<file path="src/rtl/lab8_pkg.sv">
// Shared definitions for the lab8 Gray-code state register and its arbiter:
// state encodings, arbiter FSM encoding and the SET/CLR command selector.
package lab8_pkg;

    // lab8 state encoding (Gray sequence S0 -> S1 -> S2 -> S3 -> S0)
    localparam logic [1:0] S0 = 2'b00;
    localparam logic [1:0] S1 = 2'b01;
    localparam logic [1:0] S2 = 2'b11;
    localparam logic [1:0] S3 = 2'b10;

    // Arbiter FSM encoding
    typedef enum logic {
        IDLE  = 1'b0,
        GRANT = 1'b1
    } arb_state_t;

    // Last GRANT cycle index (cyc counts commands already issued)
    localparam logic [1:0] GRANT_CYC_LAST = 2'd2;

    // Saturation value of the per-requester grant counters
    localparam logic [7:0] GNT_CNT_MAX = 8'd255;

    // Command to steer lab8 from 'state' towards 'tgt', returned as {set, clr}.
    // S0 and S2 are reachable directly by CLR/SET. S1 and S3 are reached by
    // letting lab8 free-run from the state just before them; when lab8 is not
    // already there, jump to that predecessor (S0 via CLR, S2 via SET).
    function automatic logic [1:0] next_cmd(input logic [1:0] state,
                                            input logic [1:0] tgt);
        logic [1:0] cmd;
        cmd = 2'b00;
        case (tgt)
            S0:      cmd = 2'b01;
            S2:      cmd = 2'b10;
            S1:      cmd = (state == S0) ? 2'b00 : 2'b01;
            default: cmd = (state == S2) ? 2'b00 : 2'b10;
        endcase
        return cmd;
    endfunction

endpackage

</file>
<file path="src/rtl/lab8_rr2.sv">
// Two-way round-robin picker. A lone request always wins; on a tie the
// requester that did not win last time is chosen. 'last' resets to 1 so
// requester 0 takes the first tie after reset.
module lab8_rr2
    import lab8_pkg::*;
(
    input  logic clk,
    input  logic reset,
    input  logic req0,
    input  logic req1,
    input  logic advance,
    output logic winner
);

    logic last_reg;

    // Winner selection from the current requests and the previous winner
    always_comb begin
        winner = 1'b0;
        if (req0 && req1) begin
            winner = ~last_reg;
        end else if (req1) begin
            winner = 1'b1;
        end
    end

    // Remember the winner whenever a grant is actually taken
    always_ff @(posedge clk or posedge reset) begin
        if (reset) begin
            last_reg <= 1'b1;
        end else if (advance) begin
            last_reg <= winner;
        end
    end

endmodule

</file>
<file path="src/rtl/lab8_arb.sv">
// Two-requester arbiter/sequencer sharing one lab8 Gray-code register.
// A granted requester's target state is reached by driving lab8 SET/CLR for
// at most two cycles; ack (or err after three GRANT cycles) is combinational
// from the registered grant plus the observed lab8 state.
// Optional build macro: LAB8_ARB_STATS_EN enables the saturating per-requester
// grant counters; without it gnt_cnt0/gnt_cnt1 read constant zero.
module lab8_arb
    import lab8_pkg::*;
(
    input  logic       clk,
    input  logic       reset,
    input  logic       req0,
    input  logic [1:0] tgt0,
    output logic       ack0,
    input  logic       req1,
    input  logic [1:0] tgt1,
    output logic       ack1,
    input  logic [1:0] fsm_state,
    output logic       fsm_set,
    output logic       fsm_clr,
    output logic       busy,
    output logic       grant_id,
    output logic       err,
    output logic [7:0] gnt_cnt0,
    output logic [7:0] gnt_cnt1
);

    arb_state_t state_reg, state_next;
    logic [1:0] tgt_reg,   tgt_next;
    logic       gid_reg,   gid_next;
    logic [1:0] cyc_reg,   cyc_next;

    logic       any_req;
    logic       start;
    logic       winner;
    logic [1:0] cmd;

    assign any_req = req0 | req1;

    // A grant is taken on any IDLE cycle that sees a request
    assign start = (state_reg == IDLE) && any_req;

    // Command towards the latched target given the state lab8 shows right now
    assign cmd = next_cmd(fsm_state, tgt_reg);

    lab8_rr2 u_rr2 (
        .clk     (clk),
        .reset   (reset),
        .req0    (req0),
        .req1    (req1),
        .advance (start),
        .winner  (winner)
    );

    // Registered arbiter state; reset returns to IDLE immediately so the
    // combinational SET/CLR/ack/err outputs drop with it
    always_ff @(posedge clk or posedge reset) begin
        if (reset) begin
            state_reg <= IDLE;
            tgt_reg   <= S0;
            gid_reg   <= 1'b0;
            cyc_reg   <= 2'd0;
        end else begin
            state_reg <= state_next;
            tgt_reg   <= tgt_next;
            gid_reg   <= gid_next;
            cyc_reg   <= cyc_next;
        end
    end

    // Next-state and output decode: arbitration in IDLE, sequencing in GRANT
    always_comb begin
        state_next = state_reg;
        tgt_next   = tgt_reg;
        gid_next   = gid_reg;
        cyc_next   = cyc_reg;
        ack0       = 1'b0;
        ack1       = 1'b0;
        err        = 1'b0;
        fsm_set    = 1'b0;
        fsm_clr    = 1'b0;

        case (state_reg)
            IDLE: begin
                if (any_req) begin
                    state_next = GRANT;
                    gid_next   = winner;
                    tgt_next   = winner ? tgt1 : tgt0;
                    cyc_next   = 2'd0;
                end
            end
            GRANT: begin
                if (fsm_state == tgt_reg) begin
                    // Target visible this cycle: acknowledge the owner
                    ack0       = ~gid_reg;
                    ack1       = gid_reg;
                    state_next = IDLE;
                end else if (cyc_reg == GRANT_CYC_LAST) begin
                    // Two commands issued and still not there: give up
                    err        = 1'b1;
                    state_next = IDLE;
                end else begin
                    fsm_set    = cmd[1];
                    fsm_clr    = cmd[0];
                    cyc_next   = cyc_reg + 2'd1;
                end
            end
            default: begin
                state_next = IDLE;
            end
        endcase
    end

    assign busy     = (state_reg == GRANT);
    assign grant_id = gid_reg;

`ifdef LAB8_ARB_STATS_EN
    // One-hot "grant taken this edge" per requester
    logic [1:0] grant_hot;
    assign grant_hot = {start & winner, start & ~winner};

    genvar gi;
    generate
        for (gi = 0; gi < 2; gi++) begin : g_cnt
            logic [7:0] cnt_reg;

            // Saturating count of grants handed to requester gi
            always_ff @(posedge clk or posedge reset) begin
                if (reset) begin
                    cnt_reg <= 8'd0;
                end else if (grant_hot[gi] && (cnt_reg != GNT_CNT_MAX)) begin
                    cnt_reg <= cnt_reg + 8'd1;
                end
            end
        end
    endgenerate

    assign gnt_cnt0 = g_cnt[0].cnt_reg;
    assign gnt_cnt1 = g_cnt[1].cnt_reg;
`else
    assign gnt_cnt0 = 8'd0;
    assign gnt_cnt1 = 8'd0;
`endif

endmodule

</file>
<file path="config.mk">
export PLATFORM = sky130hd
export DESIGN_NAME = lab8_arb
export DESIGN_NICKNAME = d
export VERILOG_FILES = /design/src/rtl/lab8_pkg.sv /design/src/rtl/lab8_rr2.sv /design/src/rtl/lab8_arb.sv
export SDC_FILE = /design/constraint.sdc
export NUM_CORES = 1
export LEC_CHECK = 0
export CAP_MARGIN = 15
export CORE_MARGIN = 4
export CORE_UTILIZATION = 37
export CTS_CLUSTER_DIAMETER = 50
export DETAILED_ROUTE_END_ITERATION = 16
export PLACE_DENSITY_LB_ADDON = 0.2
export SLEW_MARGIN = 20
export SYNTH_ARGS = -nofsm -noshare
export SYNTH_HDL_FRONTEND = slang
export SYNTH_SLANG_ARGS = --single-unit
</file>
<file path="constraint.sdc">
create_clock -name clk -period 2.5 [get_ports clk]
set_input_delay 0.75 -clock clk [delete_from_list [all_inputs] [get_ports clk]]
set_output_delay 0.75 -clock clk [all_outputs]
set_load 0.02 [all_outputs]
</file>
==> flow_metrics.py, run 1 <==
metrics = {
    "run_status": {
        "status": "finished clean",
    },
    "sta": {
        "finalHoldViolCount": 0,
        "setup_tns_ns": 0,
        "fin_crit_ns": 2.425,
        "rsz0062_at_grt": "no",
        "clock.fmax_mhz": 412.3,
        "final.setup_skew_ns": 0.0009601,
        "post-route-period-util_pct": 97.02,
        "setup_viol": 0,
        "maxSlewHeadroom_pct": 61.23,
        "tightest_slew_ns": 0.5803,
        "slew_violations": 0,
    },
    "worst_setup_path": {
        "path_cells": "clkbuf_2 > xor2_2 > or2_4 > and3_1 > buf_4",
        "crit_arrival_ns": 1.68,
        "cp_top_family": "simple AND/OR/NAND/NOR gates",
        "crit_fanout": 3,
        "cpPeakStageDelay_ns": 0.28,
        "slowest_stage": "or2_4",
        "crit_type": "in -> out",
        "r2r_cells": 6,
        "critical_path.startpoint_type": "input port",
        "cp_num_cells": 5,
        "critPathRequiredTime_ns": 1.75,
        "crit_path_end_kind": "output pin",
        "cp.buffers_inverters": 2,
    },
    "logic_synthesis": {
        "yosys_warnings": 0,
        "synth_cell_types": 21,
        "syn-cell-area_um2": 518.0,
        "syn_inst": 59,
        "ys_seq_elements": 7,
        "synth_area_per_cell_um2": 8.780,
        "ys_seq_area_share_pct": 34.06,
    },
    "cts": {
        "cts-root-buf": "clkbuf_4",
        "postCtsSetupRepairBufs": 0,
        "htree_levels": 1,
        "worstSkewPairLatency_ns": 0.25,
        "cts_tree": "done",
        "cts_buffers": 3,
        "clk_transition_reported_paths_ns": 0.05,
        "clk_path_buf_depth": 2,
        "clkSinkCount": 7,
    },
    "floorplanning": {
        "start_util_pct": 39.32,
        "fp.dieW_um": 45.42,
        "die_area_mm2": 0.002063,
        "ioPinCount": 33,
        "core-area_mm2": 0.001318,
        "std_cell_rows": 13,
        "die_h_um": 45.42,
    },
    "routing": {
        "routed_via_density": 4.323,
        "postRouteAntennaNets": 0,
        "drt_iter0_markers": 2,
        "wl_per_cell_um": 10.72,
        "routed-via-count": 415,
        "wirelength_um": 1029,
        "first_pass_iters": 2,
        "drc": 0,
    },
    "global_route": {
        "grt-ovfl-total": 0,
        "grtUsageTotal_pct": 10.67,
        "antenna_found_initial": 0,
        "grt_max_degree": 9,
        "grt_pass1_wl_um": 1476,
        "grt_pass1_vias": 356,
    },
    "placement": {
        "place_area_um2": 655.6,
        "place.gp.congestion": 0.7267,
        "dp_cells": 92,
        "dp_hpwl_um": 839.8,
        "port_buffers": 16,
    },
    "pwr": {
        "p_total_mw": 0.7849,
        "leakage_nw": 0.3570,
        "ir_worst_vdd_uv": 582.7,
        "p_per_area_mw_per_mm2": 1149,
    },
    "worst_hold_path": {
        "hold_path_depth": 1,
        "min_path_type": "reg -> reg",
    },
    "finish": {
        "area_delta_synth_final_pct": 31.88,
        "nFillCells": 137,
        "drive_gt1_share_pct": 27.16,
        "nNetsFinal": 93,
        "stdcell_area_um2": 683.2,
        "fin_cells": 96,
        "diodes": 0,
    },
    "job": {
        "maxCapViolations": 0,
    },
}
-- worst paths after layout --
| check | from | end | slack, ns |
|---|---|---|---|
| min in group asynchronous | reset | tgt_reg[0] | 0.75 |
| hold reg to reg | cyc_reg[0] | cyc_reg[0] | 0.48 |
| max in group asynchronous | reset | u_rr2.last_reg | 1.48 |
| setup / recovery | fsm_state[1] | err | 0.07 |
| hold / removal | cyc_reg[0] | cyc_reg[0] | 0.48 |
| setup reg to reg | cyc_reg[0] | cyc_reg[0] | 1.27 |
-- placed cells by master (no fill, tap or decap), drive strengths merged, types with 2 or more instances in the layout --
cell type      instances
dfrtp                  6
nand2                  7
o21ai                  5
nor3                   2
nor2                   2
conb                  16
mux2i                  4
inv                    4
buf                    7
xor2                   2
clkbuf                 6
clkdlybuf4s50          9
-- what timing repair did --
item                       CTS  global route
hold buffers                 0             0
pin swaps                    3             1
setup endpoints to repair    5             5
resized for setup           26             7
-- routing by layer --
metal / track usage, % / routed length, um / up-vias
li1: - / - / 203
met4: 5.263 / 11 / 0
met2: 17.55 / 521 / 23
met1: 10.73 / 368 / 186
met3: 5.929 / 127 / 3
met5: 0 / 0 / -
-- report_power, final --
group          switching [mW]  internal (mW)
Combinational           0.247          0.204
Sequential             0.0527          0.177
Clock                  0.0427         0.0610
-- logic make-up after synthesis --
logic type | Yosys count | share of synthesized area, %
compound gates | 10 | 13.53
xor+xnor | 2 | 3.382
fa+ha+maj | 1 | 2.415
buf+inv | 20 | 26.09
flops | 7 | 34.06
mux | 4 | 7.730
other cells | 1 | 0.7239
simple gates | 14 | 12.08
-- synth_stat cells --
library cell   n  area, um2
inv_1          4      15.01
ha_1           1      12.51
a31oi_1        1      6.260
a21oi_1        1      5.000
o21ai_0        4      20.02
nor2b_1        1      6.260
o21bai_1       1      7.510
buf_4         16      120.1
dfrtp_1        6      150.1
and3_1         1      6.260
nand2_1        7      26.28
conb_1         1      3.750
a211oi_2       1      12.51
nor2_1         2      7.510
o21ai_2        1      8.760
mux2i_1        4      40.04
nor3_1         2      10.01
a21bo_2        1      10.01
dfstp_2        1      26.28
or2_1          1      6.260
xor2_1         2      17.52
-- worst reg2reg max path: cells and delay by family (launching register included) --
family | cells | cell delay, ns
flops | 1 | 0.35
mux | 1 | 0.11
compound gates | 1 | 0.09
simple gates | 1 | 0.14
fa+ha+maj | 1 | 0.20
buf+inv | 2 | 0.20
-- through the flow --
stage | setup WS, ns | utilization (%) | hold slack (ns)
4_1_cts | 0.00002609 | 50.52 | 0.4807
6_report | 0.07462 | 51.85 | 0.4769
5_1_grt | 0.03367 | 51.85 | 0.4907
2_1_floorplan | 0.1397 | - | 0.4450
3_5_place_dp | -0.6753 | 49.76 | 0.4737
3_3_place_gp | -0.6661 | 49.76 | 0.4650
-- cell type report --
type                    count  area, um2  share of cell area (%)
flip-flops and latches      7      176.4                   25.82
multi-input cells          47      290.3                   42.49
well taps                  15      18.77                   2.747
inverters                   4      15.01                   2.198
clock buffers               4      26.28                   3.846
repair buffers             19      156.4                   22.89
Power figures use the tool's default switching activity.
==> run 2: changes to the inputs <==
CAP_MARGIN = 20   (was 15)
CTS_BUF_LIST = sky130_fd_sc_hd__clkbuf_16   (was unset)
CTS_CLUSTER_DIAMETER = 60   (was 50)
==> flow_metrics.py, run 2 (synthesis results as in run 1) <==
metrics = {
    "global_route": {
        "grt_use_met2_pct": 19.50,
        "antenna_found_initial": 0,
        "grt_pass1_wl_um": 1531,
        "grt_util_met1_pct": 10.76,
        "busiest_layer": "met2",
        "grt-ovfl-total": 0,
        "grtUsageTotal_pct": 11.00,
        "grtUsageMet3_pct": 7.115,
        "grt_pass1_vias": 370,
        "grt_max_degree": 9,
    },
    "routing": {
        "drc": 0,
        "drt_iter0_markers": 0,
        "first_pass_iters": 1,
        "wl_per_cell_um": 10.91,
        "postRouteAntennaNets": 0,
        "routed-via-count": 416,
        "routed_via_density": 4.333,
        "wirelength_um": 1047,
    },
    "sta": {
        "finalHoldViolCount": 0,
        "setup_viol": 0,
        "final.setup_skew_ns": 0.0009380,
        "maxSlewHeadroom_pct": 62.10,
        "clock.fmax_mhz": 413.7,
        "tightest_slew_ns": 0.5674,
        "post-route-period-util_pct": 96.68,
        "slew_violations": 0,
        "rsz0062_at_grt": "no",
        "fin_crit_ns": 2.417,
    },
    "cts": {
        "htree_levels": 1,
        "cts_hold_buffers": 0,
        "cts_tree": "done",
        "worstSkewPairLatency_ns": 0.23,
        "clk_transition_reported_paths_ns": 0.03,
        "clkSinkCount": 7,
        "clk_path_buf_depth": 2,
        "cts_buffers": 3,
        "cts-root-buf": "clkbuf_16",
    },
    "placement": {
        "dp_cells": 92,
        "place.gp.congestion": 0.7267,
        "dp_hpwl_um": 839.8,
        "port_buffers": 16,
        "place_area_um2": 655.6,
    },
    "worst_setup_path": {
        "crit_arrival_ns": 1.67,
        "cpPeakStageDelay_ns": 0.27,
        "crit_type": "in -> out",
        "critPathRequiredTime_ns": 1.75,
        "slowest_stage": "or2_4",
        "timing.rr.start": "cyc_reg[0]",
        "crit_path_end": "err",
        "crit_start": "fsm_state[1]",
        "r2r_cells": 6,
        "path_cells": "clkbuf_2 > xor2_2 > or2_4 > and3_1 > buf_4",
        "r2r-end": "cyc_reg[0]",
        "critical_path.startpoint_type": "input port",
        "crit_path_end_kind": "output pin",
        "crit_fanout": 3,
        "rrSetupSlack_ns": 1.27,
    },
    "job": {
        "maxCapViolations": 0,
    },
    "worst_hold_path": {
        "min_path_type": "reg -> reg",
    },
    "finish": {
        "mostFrequentLayoutCell": "conb_1",
        "drive_gt1_share_pct": 27.16,
        "utilization_pct": 55.84,
        "layout_common_cells": "16 x conb_1, 9 x clkdlybuf4s50_1, 7 x nand2_1",
        "stdcell_area_um2": 735.7,
        "diodes": 0,
        "fin_cells": 96,
        "area_delta_synth_final_pct": 42.03,
        "nNetsFinal": 93,
    },
    "floorplanning": {
        "ioPinCount": 33,
        "start_util_pct": 39.32,
        "die_area_mm2": 0.002063,
        "core-area_mm2": 0.001318,
        "std_cell_rows": 13,
        "fp.dieW_um": 45.42,
        "die_h_um": 45.42,
    },
    "pwr": {
        "p_per_area_mw_per_mm2": 1288,
        "leakage_nw": 0.3844,
        "ir_worst_vdd_uv": 717.3,
    },
    "run_status": {
        "status": "finished clean",
    },
}
## run 2: changes by cell type in the layout (fill, tap and decap cells not counted), sizes merged
cell / before / now
inv: 4 / 5
clkbuf: 6 / 5
## run 2: worst min path at each step
stage,cells past startpoint,end,start,slack (ns)
2_1_floorplan,1,cyc_reg[0],cyc_reg[0],0.44
3_3_place_gp,1,cyc_reg[0],cyc_reg[0],0.47
3_5_place_dp,1,cyc_reg[0],cyc_reg[0],0.47
4_1_cts,1,cyc_reg[0],cyc_reg[0],0.48
5_1_grt,1,cyc_reg[0],cyc_reg[0],0.49
6_report,1,cyc_reg[0],cyc_reg[0],0.48
## run 2: final cells by class
class                      instances  area (um2)
clock inverter                     1       3.754
fill                             131       581.8
timing repair buffer              19       156.4
inverter                           4       15.01
tap                               15       18.77
sequential                         7       176.4
multi-input combinational         47       290.3
clock buffer                       3       75.07
## run 2: report_power, final
group	leakage [nW]	switching, mW	internal [mW]
combinational	0.258	0.248	0.204
clock	0.0423	0.0573	0.208
sequential	0.0837	0.0530	0.177
## run 2: timing repair
action / CTS / global route
pin swaps: 3 / 1
setup endpoints to repair: 5 / 5
setup buffers: 0 / 0
gates resized for setup: 26 / 7
## run 2: worst max-delay path: cells and delay by family
kind | cells | cell delay [ns]
buf+inv | 2 | 0.27
simple gates | 2 | 0.45
xor+xnor | 1 | 0.19
## run 2: routing by layer
metal,wire (um),vias up
li1,-,202
met1,356,192
met2,559,22
met3,130,0
met4,0,0
met5,0,-
## run 2: per-stage QoR
step	TNS (ns)	worst slack [ns]	power (mW)	hold WS, ns
after floorplan	0	0.1397	0.5062	0.4450
after detailed placement	-3.250	-0.6753	0.6808	0.4737
final	0	0.08295	0.9477	0.4766
after global routing	0	0.03918	1.020	0.4878
after CTS	0	0.00002831	0.9300	0.4781
after global placement	-3.202	-0.6661	0.6701	0.4650
==> edit 1 (settings of run 1) <==
The option `LAB8_ARB_STATS_EN` is turned on by a define.
--- a/src/rtl/lab8_arb.sv
+++ b/src/rtl/lab8_arb.sv
@@ -6,2 +6,4 @@
 // grant counters; without it gnt_cnt0/gnt_cnt1 read constant zero.
+`define LAB8_ARB_STATS_EN
+
 module lab8_arb
Function: changed (Yosys sat finds a counterexample within 4 cycles, from zero or initial values and one cycle with reset high).
==> edit 1 against run 1 <==
Via count increased by 150%. Synthesized area increased by 140%. Wire length increased to 2.6 times the old value. Clock skew increased by 0.00096 ns. Worst setup slack improved by 0.069 ns. Design area increased by 150%. Total power increased to 2.5 times the old value. Worst hold slack improved by 0.0059 ns. Non-clock buffer count increased by 21. Sequential cell count increased by 16. Clock power increased by 68%. Global-route usage increased by 2.1 points.
==> edit 1: results (changes against run 1) <==
logic_synthesis:
  muxShareOfSynthArea: 0.1090  # +0.03172
  netlist_instances: 118  # +100%
  synth-xor-area-share: 0.03469  # +0.0008714
  synth_area_leaders: "dfrtp_1 (44%), nand2_1 (4.2%), and3_1 (3.5%), mux2i_1 (3.2%), ha_1 (3.0%)"
  synth_cell_type_count: 39  # +86%
  synth_seq_area_share: 0.4569  # +0.1163
  synth_compound_area_frac: 0.1051  # -0.03021
  synth_adder_area_share: 0.02973  # +0.005578
routing:
  drtIter0Drc: 41  # +39
  detail_route.wirelength_mm: 2.626  # +160%
grt:
  grt_pass1_vias: 971  # +170%
  grt_pass1_wl_mm: 4.360  # +200%
layout:
  fin_area_mm2: 0.001704  # +150%
  drive_gt1_frac: 0.2250  # -0.04660
  stdcell_count: 204  # +110%
run_status:
  status: "finished clean"
placement:
  pre_cts_ws_ns: -0.6607  # +0.01458 ns
  port_buffers: 32  # +16
  gp_congestion: 0.7941  # +9.3%
clocking:
  worst_skew_pair.late_latency_ns: 0.31  # +0.06 ns
  clk_pin_slew_worst_paths_ns: 0.12  # +0.07 ns
sta:
  fin_crit_ns: 2.356  # -0.06931 ns
  whs_ns: 0.4828  # +0.005866 ns
  skew_ns: 0.001922  # +0.0009616 ns
critical_path:
  reg2reg_slack_ns: 0.89  # -0.38 ns
  startpoint: "fsm_state[0]"
  r2r-start: "gnt_cnt0[0]$_DFFE_PP0P_"
  timing.rr.end: "gnt_cnt0[1]$_DFFE_PP0P_"
  r2r_cells: 4  # -2
  arrival_ns: 1.61  # -0.07 ns
power_and_ir_drop:
  leakagePower_nw: 0.8028  # +120%
  ir_worst_vdd_v: 0.0004988  # -14%
==> edit 1: cell types whose count changed in the layout (fill, tap and decap cells not counted), sizes merged, moves of 4 or more <==
cell / run 1 / this run
dfrtp: 6 / 22
nand2b: 0 / 5
buf: 7 / 12
nand4: 0 / 5
mux2: 0 / 8
nor2: 2 / 6
nand2: 7 / 14
conb: 16 / 0
clkdlybuf4s50: 9 / 25
and3: 1 / 9
==> edit 1: critical path, cell delays in order <==
cell,delay [ns]
clkbuf_2,0.11
xnor2_2,0.14
nand2_1,0.09
nand3b_1,0.12
buf_4,0.16
nor2_2,0.11
buf_6,0.13
==> edit 1: routing by layer <==
layer | vias to the layer above | track usage | wire length, um
met5 | - | 0 | 0
met4 | 0 | 0.03807 | 21
met3 | 2 | 0.03912 | 103
met2 | 16 | 0.2144 | 1305
met1 | 510 | 0.1555 | 1195
li1 | 505 | - | -
==> edit 1: worst max path at each step <==
stage | to
floorplan | fsm_clr
global placement | fsm_clr
detailed placement | fsm_clr
CTS | fsm_set
global route | fsm_set
finish | fsm_set
==> edit 1: cell type report <==
cell class                      instances  area share
Multi-Input combinational cell         86      0.3869
Sequential cell                        23      0.3385
Timing Repair Buffer                   40      0.2115
Tap cell                               44     0.03231
Clock buffer                            4     0.01542
Inverter                                7     0.01542
==> edit 1: power by group <==
group | internal (W) | leakage [nW] | total [W] | switching (W)
logic | 0.000551 | 0.508 | 0.00107 | 0.000517
registers | 0.000530 | 0.280 | 0.000724 | 0.000194
clock network | 0.0000623 | 0.0150 | 0.000175 | 0.000113
==> edit 1: what timing repair did <==
action                     in CTS  in global routing
setup endpoints to repair       5                  5
hold buffers                    0                  0
cloned                          0                  0
pin swaps                       3                  3
gates resized for setup        23                 10
setup buffers                   0                  1
==> edit 2 (config.mk and constraints of run 1) <==
Without the edit above. Put a register stage on the output `err`, cleared by the reset. The value now appears one clock later. The other outputs are not delayed to match. Comments in the files are not updated.
--- a/src/rtl/lab8_arb.sv
+++ b/src/rtl/lab8_arb.sv
@@ -26,2 +26,4 @@
 );
+
+    logic err_d;
 
@@ -78,3 +80,3 @@
         ack1       = 1'b0;
-        err        = 1'b0;
+        err_d      = 1'b0;
         fsm_set    = 1'b0;
@@ -99,3 +101,3 @@
                     // Two commands issued and still not there: give up
-                    err        = 1'b1;
+                    err_d      = 1'b1;
                     state_next = IDLE;
@@ -144,2 +146,10 @@
 
+    always_ff @(posedge clk or posedge reset) begin
+        if (reset) begin
+            err <= '0;
+        end else begin
+            err <= err_d;
+        end
+    end
+
 endmodule
Behaviour: not the same (a bounded check fails within 4 cycles, from zero or initial values and one cycle with reset high).
==> edit 2 against run 1 <==
Design area up 6.2%. Sequential share of layout area increased by 1.9 points. Synthesized area rose by 6.0%. Total power up 4.8%. Wire length rose by 3.3%. Synthesized cell count unchanged. Cell count grew 1.0%. Worst setup slack worse by 0.029 ns. Sequential cell count up 1. Non-clock buffer count increased by 1.
==> edit 2: results (changes against run 1) <==
grt:
  grt_pass1_vias: 372  # +4.5%
  grt_use_total: 0.1132  # +0.006560
  grt_pass1_wl_mm: 1.642  # +11%
  grt_max_degree: 9  # unchanged
  antenna_found_initial: 0  # unchanged
sta:
  skew_ns: 0.009774  # +0.008814 ns
  tns_ns: 0  # unchanged
  setup_violations: 0  # unchanged
logic_synthesis:
  synth_area_leaders: "dfrtp_1 (32%), buf_4 (22%), mux2i_1 (7.3%), dfstp_2 (4.8%), nand2_1 (4.8%)"
  synth_cell_type_count: 22  # +4.8%
  synthArstFlopShare: 1.000  # unchanged
  synth_edf_count: 0  # unchanged
  synth_common_cells: "buf_4 (16), dfrtp_1 (7), nand2_1 (7), mux2i_1 (4), o21ai_0 (4)"
  synth_top_area_share: 0.3189  # +0.02905
  synth_seq_area_share: 0.3667  # +0.02616
  netlist_instances: 59  # unchanged
  ys.warnings.count: 0  # unchanged
  synth_flop_cell: "dfrtp_1"
layout:
  diodes: 0  # unchanged
  final_nets: 94  # +1.1%
  stdcell_count: 97  # +1.0%
  drive_gt1_frac: 0.2561  # -0.01551
  fillers: 132  # -3.6%
critical_path:
  crit_fanout: 3  # unchanged
power_and_ir_drop:
  leakagePower_nw: 0.3699  # +3.6%
  ir_worst_vdd_v: 0.0005934  # +1.8%
  p_sw_w: 0.0003453  # +0.72%
clocking:
  cts_max_path_buffers: 2  # unchanged
  worst_skew_pair.late_latency_ns: 0.26
  ctsRootBufferMaster: "clkbuf_4"
  cts_setup_buffers: 0  # unchanged
  htreeDepth: 1  # unchanged
  clk_pin_slew_worst_paths_ns: 0.05  # about the same
  numCtsBuffers: 3  # unchanged
placement:
  port_buffers: 16  # unchanged
  gp_congestion: 0.7107  # -2.2%
  dp_cells: 93  # +1.1%
  place_hpwl_um: 830.8  # -1.1%
routing:
  routed_via_density: 4.464  # +3.3%
  drtIter0Drc: 4  # +2
  dr.pass1.iters: 4  # +2
  wl_per_cell_um: 10.96  # +2.2%
run_status:
  status: "finished clean"
worst_hold_path:
  hold_path_class: "reg2reg"
-- edit 2: power groups by stage --
| stage | clock [W] | combinational [W] | sequential (W) |
|---|---|---|---|
| 6_report | 0.000109 | 0.000472 | 0.000242 |
| 5_1_grt | 0.000124 | 0.000520 | 0.000250 |
| 4_1_cts | 0.000117 | 0.000470 | 0.000241 |
| 3_5_place_dp | 0 | 0.000482 | 0.000237 |
| 3_3_place_gp | 0 | 0.000475 | 0.000234 |
| 2_1_floorplan | 0 | 0.000261 | 0.000271 |
-- edit 2: worst paths after layout --
kind                                         from                          to  slack [ns]  cells past startpoint
setup / recovery                     fsm_state[1]                        ack0        0.05                      5
hold / removal             cyc_reg[0]$_DFFE_PP0P_      cyc_reg[0]$_DFFE_PP0P_        0.48                      1
setup reg to reg           cyc_reg[0]$_DFFE_PP0P_      cyc_reg[0]$_DFFE_PP0P_        1.21                      6
hold reg to reg            cyc_reg[0]$_DFFE_PP0P_      cyc_reg[0]$_DFFE_PP0P_        0.48                      1
max in group asynchronous                   reset  u_rr2.last_reg$_DFFE_PP1P_        1.48                      2
min in group asynchronous                   reset               err$_DFF_PP0_        0.73                      2
-- edit 2: per-layer routing --
layer	track usage	wire length [um]
met5	0	0
met1	0.1182	393
met4	0.06818	10
met3	0.05859	113
met2	0.1786	545
-- edit 2: what timing repair did --
action,4_1_cts,5_1_grt
pin swaps,4,0
endpoints found under the setup margin,4,2
resized for setup,22,4
cloned,0,0
-- edit 2: stage by stage --
step	setup slack, ns	cell area, um2
after global routing	-0.002919	725.7
after detailed placement	-0.7492	694.4
after floorplan	0.07924	605.6
final	0.04565	725.7
after CTS	0.02336	721.9
after global placement	-0.7069	694.4
-- edit 2: cell families (layout without fill, tap and decap cells) --
kind of cell | after synthesis | in the layout | share of synthesized area
AO/OA/AOI/OAI | 10 | 10 | 0.1276
XOR/XNOR | 2 | 2 | 0.03190
adder cells (fa/ha/maj) | 1 | 1 | 0.02278
buffers and inverters | 19 | 27 | 0.2392
flip-flops | 8 | 8 | 0.3668
multiplexers | 4 | 4 | 0.07290
other | 1 | 16 | 0.006827
AND/OR/NAND/NOR | 14 | 14 | 0.1322
-- edit 2: area by class of cell --
class	instances	area share
Clock buffer	4	0.03621
Inverter	3	0.01552
Multi-Input combinational cell	47	0.4034
Sequential cell	8	0.2776
Tap cell	15	0.02586
Timing Repair Buffer	20	0.2414
-- edit 2: worst max-delay path, cell delays in order --
cell	delay (ns)
clkdlybuf4s15_2	0.21
xor2_2	0.17
or2_1	0.24
nor3b_2	0.17
buf_4	0.16
